===== src/rtl/seg_scan_ctrl.sv =====
// -----------------------------------------------------------------------------
// seg_scan_ctrl
//
// Time-multiplexing scan controller for a 4-digit seven-segment display.
//
// Each digit owns a slot of PRESCALE clock cycles. The first DEAD cycles of
// every slot are blank, so the downstream nibble mux can settle on the new
// digit before that digit's anode turns on. A one-cycle frame_tick marks the
// first cycle of digit 0's slot, once per four slots.
//
// Optional feature, enabled by defining SEG_SCAN_BLINK_EN:
//   Adds the blink_mask port and the BLINK_DIV parameter. Frame ticks are
//   counted 0..BLINK_DIV-1. Each time that count wraps, a blink phase bit
//   toggles. While the phase is 1, every digit selected in blink_mask stays
//   dark.
//
// Parameters:
//   PRESCALE   clock cycles per digit slot (>= 2)
//   DEAD       blank cycles at the start of each slot (0 <= DEAD < PRESCALE)
//   BLINK_DIV  frames per blink half-period (>= 1), SEG_SCAN_BLINK_EN only
//
// Ports:
//   clk         system clock
//   rst         asynchronous, active-high reset
//   en          scan enable; low freezes the scan and blanks all anodes
//   digit_en    per-digit enable mask; bit i = 0 keeps anode i off
//   blink_mask  per-digit blink select (SEG_SCAN_BLINK_EN only)
//   sel         digit select for the nibble mux (0 = a .. 3 = d)
//   an          active-low anode enables; bit i drives digit i
//   frame_tick  one-cycle pulse on the first cycle of each new frame
//
// All outputs are registered. an and frame_tick are computed from the same
// next-state values that are loaded into cnt/sel. This keeps every output
// consistent with the slot position in every cycle.
// -----------------------------------------------------------------------------
module seg_scan_ctrl #(
    parameter int PRESCALE  = 50000,
    parameter int DEAD      = 500
`ifdef SEG_SCAN_BLINK_EN
    ,
    parameter int BLINK_DIV = 32
`endif
) (
    input  logic       clk,
    input  logic       rst,
    input  logic       en,
    input  logic [3:0] digit_en,
`ifdef SEG_SCAN_BLINK_EN
    input  logic [3:0] blink_mask,
`endif
    output logic [1:0] sel,
    output logic [3:0] an,
    output logic       frame_tick
);

    localparam int CW = (PRESCALE > 2) ? $clog2(PRESCALE) : 1;

    logic [CW-1:0] cnt_r;
    logic [CW-1:0] cnt_nx_s;
    logic [1:0]    sel_r;
    logic [1:0]    sel_nx_s;
    logic [3:0]    an_r;
    logic [3:0]    an_nx_s;
    logic          tick_r;
    logic          tick_nx_s;
    logic [3:0]    hide_s;
    logic [3:0]    visible_s;

    // Anode pattern for a slot position. The result is blank during dead
    // time or when the digit is not visible; otherwise exactly one bit is low.
    function automatic logic [3:0] anode_decode(
        input logic [CW-1:0] c,
        input logic [1:0]    s,
        input logic [3:0]    vis
    );
        logic [3:0] a;
        a = 4'b1111;
        if (c < CW'(DEAD)) begin
            a = 4'b1111;
        end else if (vis[s]) begin
            case (s)
                2'd0:    a = 4'b1110;
                2'd1:    a = 4'b1101;
                2'd2:    a = 4'b1011;
                2'd3:    a = 4'b0111;
                default: a = 4'b1111;
            endcase
        end else begin
            a = 4'b1111;
        end
        return a;
    endfunction

`ifdef SEG_SCAN_BLINK_EN
    localparam int BW = (BLINK_DIV > 1) ? $clog2(BLINK_DIV) : 1;

    logic [BW-1:0] blink_cnt_r;
    logic [BW-1:0] blink_cnt_nx_s;
    logic          blink_ph_r;
    logic          blink_ph_nx_s;

    // The blink counter advances on frame ticks only. Its wrap flips the
    // phase. The phase update happens on the same edge that starts the frame.
    always_comb begin
        blink_cnt_nx_s = blink_cnt_r;
        blink_ph_nx_s  = blink_ph_r;
        if (tick_nx_s) begin
            if (blink_cnt_r == BW'(BLINK_DIV - 1)) begin
                blink_cnt_nx_s = BW'(0);
                blink_ph_nx_s  = ~blink_ph_r;
            end else begin
                blink_cnt_nx_s = blink_cnt_r + BW'(1);
            end
        end else begin
            blink_cnt_nx_s = blink_cnt_r;
        end
    end

    // Blink counter and phase registers.
    always_ff @(posedge clk or posedge rst) begin
        if (rst) begin
            blink_cnt_r <= BW'(0);
            blink_ph_r  <= 1'b0;
        end else begin
            blink_cnt_r <= blink_cnt_nx_s;
            blink_ph_r  <= blink_ph_nx_s;
        end
    end

    // The next phase is used so that the anodes loaded on this edge match
    // the frame that starts on this edge.
    always_comb begin
        if (blink_ph_nx_s) begin
            hide_s = blink_mask;
        end else begin
            hide_s = 4'b0000;
        end
    end
`else
    // Without blinking, no digit is ever hidden.
    always_comb begin
        hide_s = 4'b0000;
    end
`endif

    // Effective visibility mask for the anodes loaded on this edge.
    always_comb begin
        visible_s = digit_en & ~hide_s;
    end

    // Scan step: advance the slot counter, move to the next digit on wrap,
    // and derive the registered anode pattern and frame tick.
    always_comb begin
        cnt_nx_s  = cnt_r;
        sel_nx_s  = sel_r;
        tick_nx_s = 1'b0;
        an_nx_s   = 4'b1111;
        if (en) begin
            if (cnt_r == CW'(PRESCALE - 1)) begin
                cnt_nx_s = CW'(0);
                sel_nx_s = sel_r + 2'd1;
                if (sel_r == 2'd3) begin
                    tick_nx_s = 1'b1;
                end else begin
                    tick_nx_s = 1'b0;
                end
            end else begin
                cnt_nx_s = cnt_r + CW'(1);
            end
            an_nx_s = anode_decode(cnt_nx_s, sel_nx_s, visible_s);
        end else begin
            // Frozen: counters hold, display blank, no tick.
            an_nx_s   = 4'b1111;
            tick_nx_s = 1'b0;
        end
    end

    // Scan state and output registers.
    always_ff @(posedge clk or posedge rst) begin
        if (rst) begin
            cnt_r  <= CW'(0);
            sel_r  <= 2'd0;
            an_r   <= 4'b1111;
            tick_r <= 1'b0;
        end else begin
            cnt_r  <= cnt_nx_s;
            sel_r  <= sel_nx_s;
            an_r   <= an_nx_s;
            tick_r <= tick_nx_s;
        end
    end

    assign sel        = sel_r;
    assign an         = an_r;
    assign frame_tick = tick_r;

endmodule


===== config.mk =====
export PLATFORM = sky130hd
export DESIGN_NAME = seg_scan_ctrl
export DESIGN_NICKNAME = d
export VERILOG_FILES = /design/src/rtl/seg_scan_ctrl.sv
export SDC_FILE = /design/constraint.sdc
export NUM_CORES = 1
export LEC_CHECK = 0
export ABC_AREA = 1
export CAP_MARGIN = 10
export CORE_MARGIN = 4
export CORE_UTILIZATION = 59
export CTS_BUF_LIST = sky130_fd_sc_hd__clkbuf_8
export CTS_CLUSTER_SIZE = 28
export DETAILED_ROUTE_END_ITERATION = 10
export GPL_TIMING_DRIVEN = 0
export MAX_ROUTING_LAYER = met4
export PLACE_DENSITY = 0.81
export SLEW_MARGIN = 20
export SYNTH_ARGS = -nofsm -noshare
export SYNTH_HDL_FRONTEND = slang
export SYNTH_SLANG_ARGS = --single-unit

===== constraint.sdc =====
create_clock -name clk -period 1.76 [get_ports clk]
set_clock_uncertainty 0.1 [all_clocks]
set_input_delay 0.176 -clock clk [delete_from_list [all_inputs] [get_ports clk]]
set_output_delay 0.176 -clock clk [all_outputs]
set_load 0.02 [all_outputs]

==> key figures <==
Outcome
  – Status: finished clean

Worst setup path
  – Required @ worst endpoint: 1.86 ns
  – CP Buf/Inv Count: 2
  – Setup crit start kind: flop
  – Max Fanout on Critical Path: 7
  – Crit Path Class: reg2reg
  – Critical path startpoint: cnt_r[14]
  – CP Capture Type: flop
  – Worst reg2reg path startpoint: cnt_r[14]
  – Crit-path max cell delay: 0.43 ns
  – Slowest CP cell: dfrtp_1
  – Cells along the critical path: inv_2, nor2_4, nand2_2, nor2_4, nand2_4, o21ai_4, inv_2, nand2_2, nand2_2, nor2_1, nand2_1
  – Crit path arrival time: 1.82 ns
  – Crit path top cell by count: nand2_2
  – Cell family contributing the most delay on the critical path: simple AND/OR/NAND/NOR gates

Synthesis
  – Main synth FF type: dfrtp_1
  – Mapped cell area: 0.00159 mm^2
  – Post-synthesis compound-gate area fraction: 7.97%
  – Count of different cell masters after synthesis: 26
  – Largest family of logic cells by synthesized area: simple AND/OR/NAND/NOR gates
  – Top cells by area, synth: dfrtp_1 30%, nand2_1 18%, nand3_1 7.9%
  – Ys async rst share: 100%
  – Post-synthesis cell count: 240
  – Adder and majority cell fraction of the synthesized area: 1.58%
  – Post-synth top cells: 75 x nand2_1, 29 x inv_1, 28 x nor2_1
  – Synth top area share: 30.0%
  – Simple-Gate Fraction of Synth Area: 42.4%
  – Yosys warning count: 0
  – Mux share of post-synthesis cell area: 0%
  – Sequential fraction of the synthesis area: 36.6%
  – Post-Synthesis Net Count: 249
  – Number of synthesized flops with an enable pin: 0
  – Avg Cell Area, Syn: 6.61 um^2
  – #FFs+latches synth: 23
  – Most common cell in the netlist: nand2_1
  – Yosys top cell by area: dfrtp_1
  – Post-Synth XOR/XNOR Area: 2.76%

Power and ir drop
  – Lkg Pwr: 0.000927 uW
  – PD cells: 946 mW/mm^2
  – Peak VDD IR: 0.768 mV
  – Overall power: 1900 uW

CTS
  – CTS max path bufs: 2
  – CTS tree: built
  – CTS buffer count: 3
  – Clk root buf: clkbuf_8
  – H-tree levels: 1
  – Worst-skew pair later-pin latency: 0.27 ns
  – CTS clock-pin slew for the worst setup and hold paths: 0.08 ns
  – Clock sinks: 23

Die
  – Site row count: 18
  – DIE HEIGHT: 59.9 um
  – Die Area: 0.00358 mm^2
  – Starting Density: 62.9%
  – Core box area: 0.00252 mm^2
  – I/O Pins: 14
  – Die Wd: 59.9 um

Placed design
  – DPL Wire Length: 2760 um
  – Placed cell area: 0.00175 mm^2
  – Port bufs: 13
  – GP Congestion: 1.01

Global routing
  – Global-route wire length before repair: 6120 um
  – Number of global-route vias before repair: 1373
  – Initial antenna violation count: 0
  – GRT Total Usage: 23.4%
  – Largest net degree at the start of global routing: 24
  – Total congestion overflow: 0

Routing
  – Vias/cell: 5.47
  – DR WL/cell: 14.0 um
  – DRT Wirelength: 4140 um
  – Antenna viol nets, final: 0
  – DRT Pass-1 Iters: 5
  – DRC viols: 0
  – Routed vias: 1614
  – Initial DRC Count: 95

STA
  – Fin crit period: 1.72 ns
  – Slew of the pin with the lowest slew margin: 0.857 ns
  – Hold Vio Cnt, Final: 0
  – Final setup vio count: 0
  – Setup_tns: 0 ns
  – Fmax: 0.582 GHz
  – RSZ-0062 raised after global routing: true
  – Max-slew violations: 0
  – Worst slew margin: 42.8%
  – Period utilisation layout: 97.7%

Finish
  – NumNets Final: 275
  – FILL cells: 170
  – # diodes: 0
  – Area Growth Syn to Fin: 26.6%
  – Share of cells above drive strength 1: 25.7%
  – Fin area: 0.00201 mm^2

Worst hold path
  – Hold Path Class: in2async

Flow run
  – Max-cap check violation count: 0
==> placed cells by master, fill, tap and decap left out, types with 4 or more instances in the layout <==
master and n:
dfrtp_2 10, nand2_1 70, o21ai_0 20, buf_4 9, nor2_2 9, inv_1 29, nor2_1 17, nor2_4 10
nand2_2 10, clkdlybuf4s50_1 13, dfrtp_1 9, dfstp_2 4, nand3_1 24
==> metal layers <==
layer / vias up / GRT usage, % / wire length, um
met5: - / - / 0
met4: 0 / 6.65 / 144
met3: 17 / 3.46 / 324
met2: 77 / 35.2 / 1940
met1: 717 / 32.6 / 1730
li1: 803 / - / -
==> cell type report <==
type	instances	area (um^2)	area share, %
Multi-Input combinational cell	181	996	49.6
Inverter	31	116	5.79
Clock inverter	1	3.75	0.187
Clock buffer	3	41.3	2.06
Timing Repair Buffer	22	198	9.84
Tap cell	30	37.5	1.87
Sequential cell	23	593	29.5
Buffer	4	22.5	1.12
==> cells by family (layout without fill, tap and decap cells) <==
| group | Yosys count | after routing |
|---|---|---|
| buffers and inverters | 36 | 61 |
| AOI/OAI and AO/OA | 23 | 23 |
| xor gates and xnor gates | 5 | 5 |
| DFF | 23 | 23 |
| and+or+nand+nor | 151 | 151 |
| adders and majority gates | 2 | 2 |
==> worst reg2reg max path, stage by stage (launching register included) <==
cell	delay [ns]
dfrtp_1	0.43
inv_2	0.09
nor2_4	0.14
nand2_2	0.08
nor2_4	0.14
nand2_4	0.11
o21ai_4	0.24
inv_2	0.07
nand2_2	0.07
nand2_2	0.06
nor2_1	0.10
nand2_1	0.05
==> report_power, final <==
| group | leakage, uW | switching [uW] | internal, uW |
|---|---|---|---|
| Clock | 0.0000269 | 170 | 156 |
| Combinational | 0.000623 | 450 | 311 |
| Sequential | 0.000277 | 165 | 647 |
| Total | 0.000927 | 785 | 1110 |
==> state kept, by name (all words and copies together) (netlist names) <==
| register | cells |
|---|---|
| cnt_r | 16 |
| an | 4 |
| sel | 2 |
| frame_tick | 1 |
==> final timing paths <==
| check | to | slack, ns | cells past startpoint |
|---|---|---|---|
| setup / recovery | an[2] | 0.04 | 11 |
| min in group clk | sel[1] | 0.45 | 2 |
| hold / removal | cnt_r[6] | 0.28 | 2 |
| setup reg to reg | an[2] | 0.04 | 11 |
| hold reg to reg | sel[1] | 0.45 | 2 |
| max in group asynchronous | cnt_r[1] | 0.69 | 2 |
==> through the flow <==
stage	worst slack, ns	util (%)	std cells	hold slack (ns)
2_1_floorplan	0.159	-	240	0.0750
3_3_place_gp	-0.0675	69.5	283	0.425
3_5_place_dp	-0.0811	69.5	283	0.424
4_1_cts	0.0134	72.3	287	0.323
5_1_grt	-0.0387	79.6	295	0.345
6_report	0.0410	79.6	295	0.284
==> what timing repair did <==
| action | 4_1_cts | 5_1_grt |
|---|---|---|
| setup buffers | 0 | 9 |
| setup endpoints to repair | 4 | 4 |
| gates cloned | 0 | 0 |
| resized for setup | 6 | 40 |
| hold buffers | 0 | 0 |
| pin swaps | 0 | 15 |
Note: power is estimated with default switching activity, not from simulation.
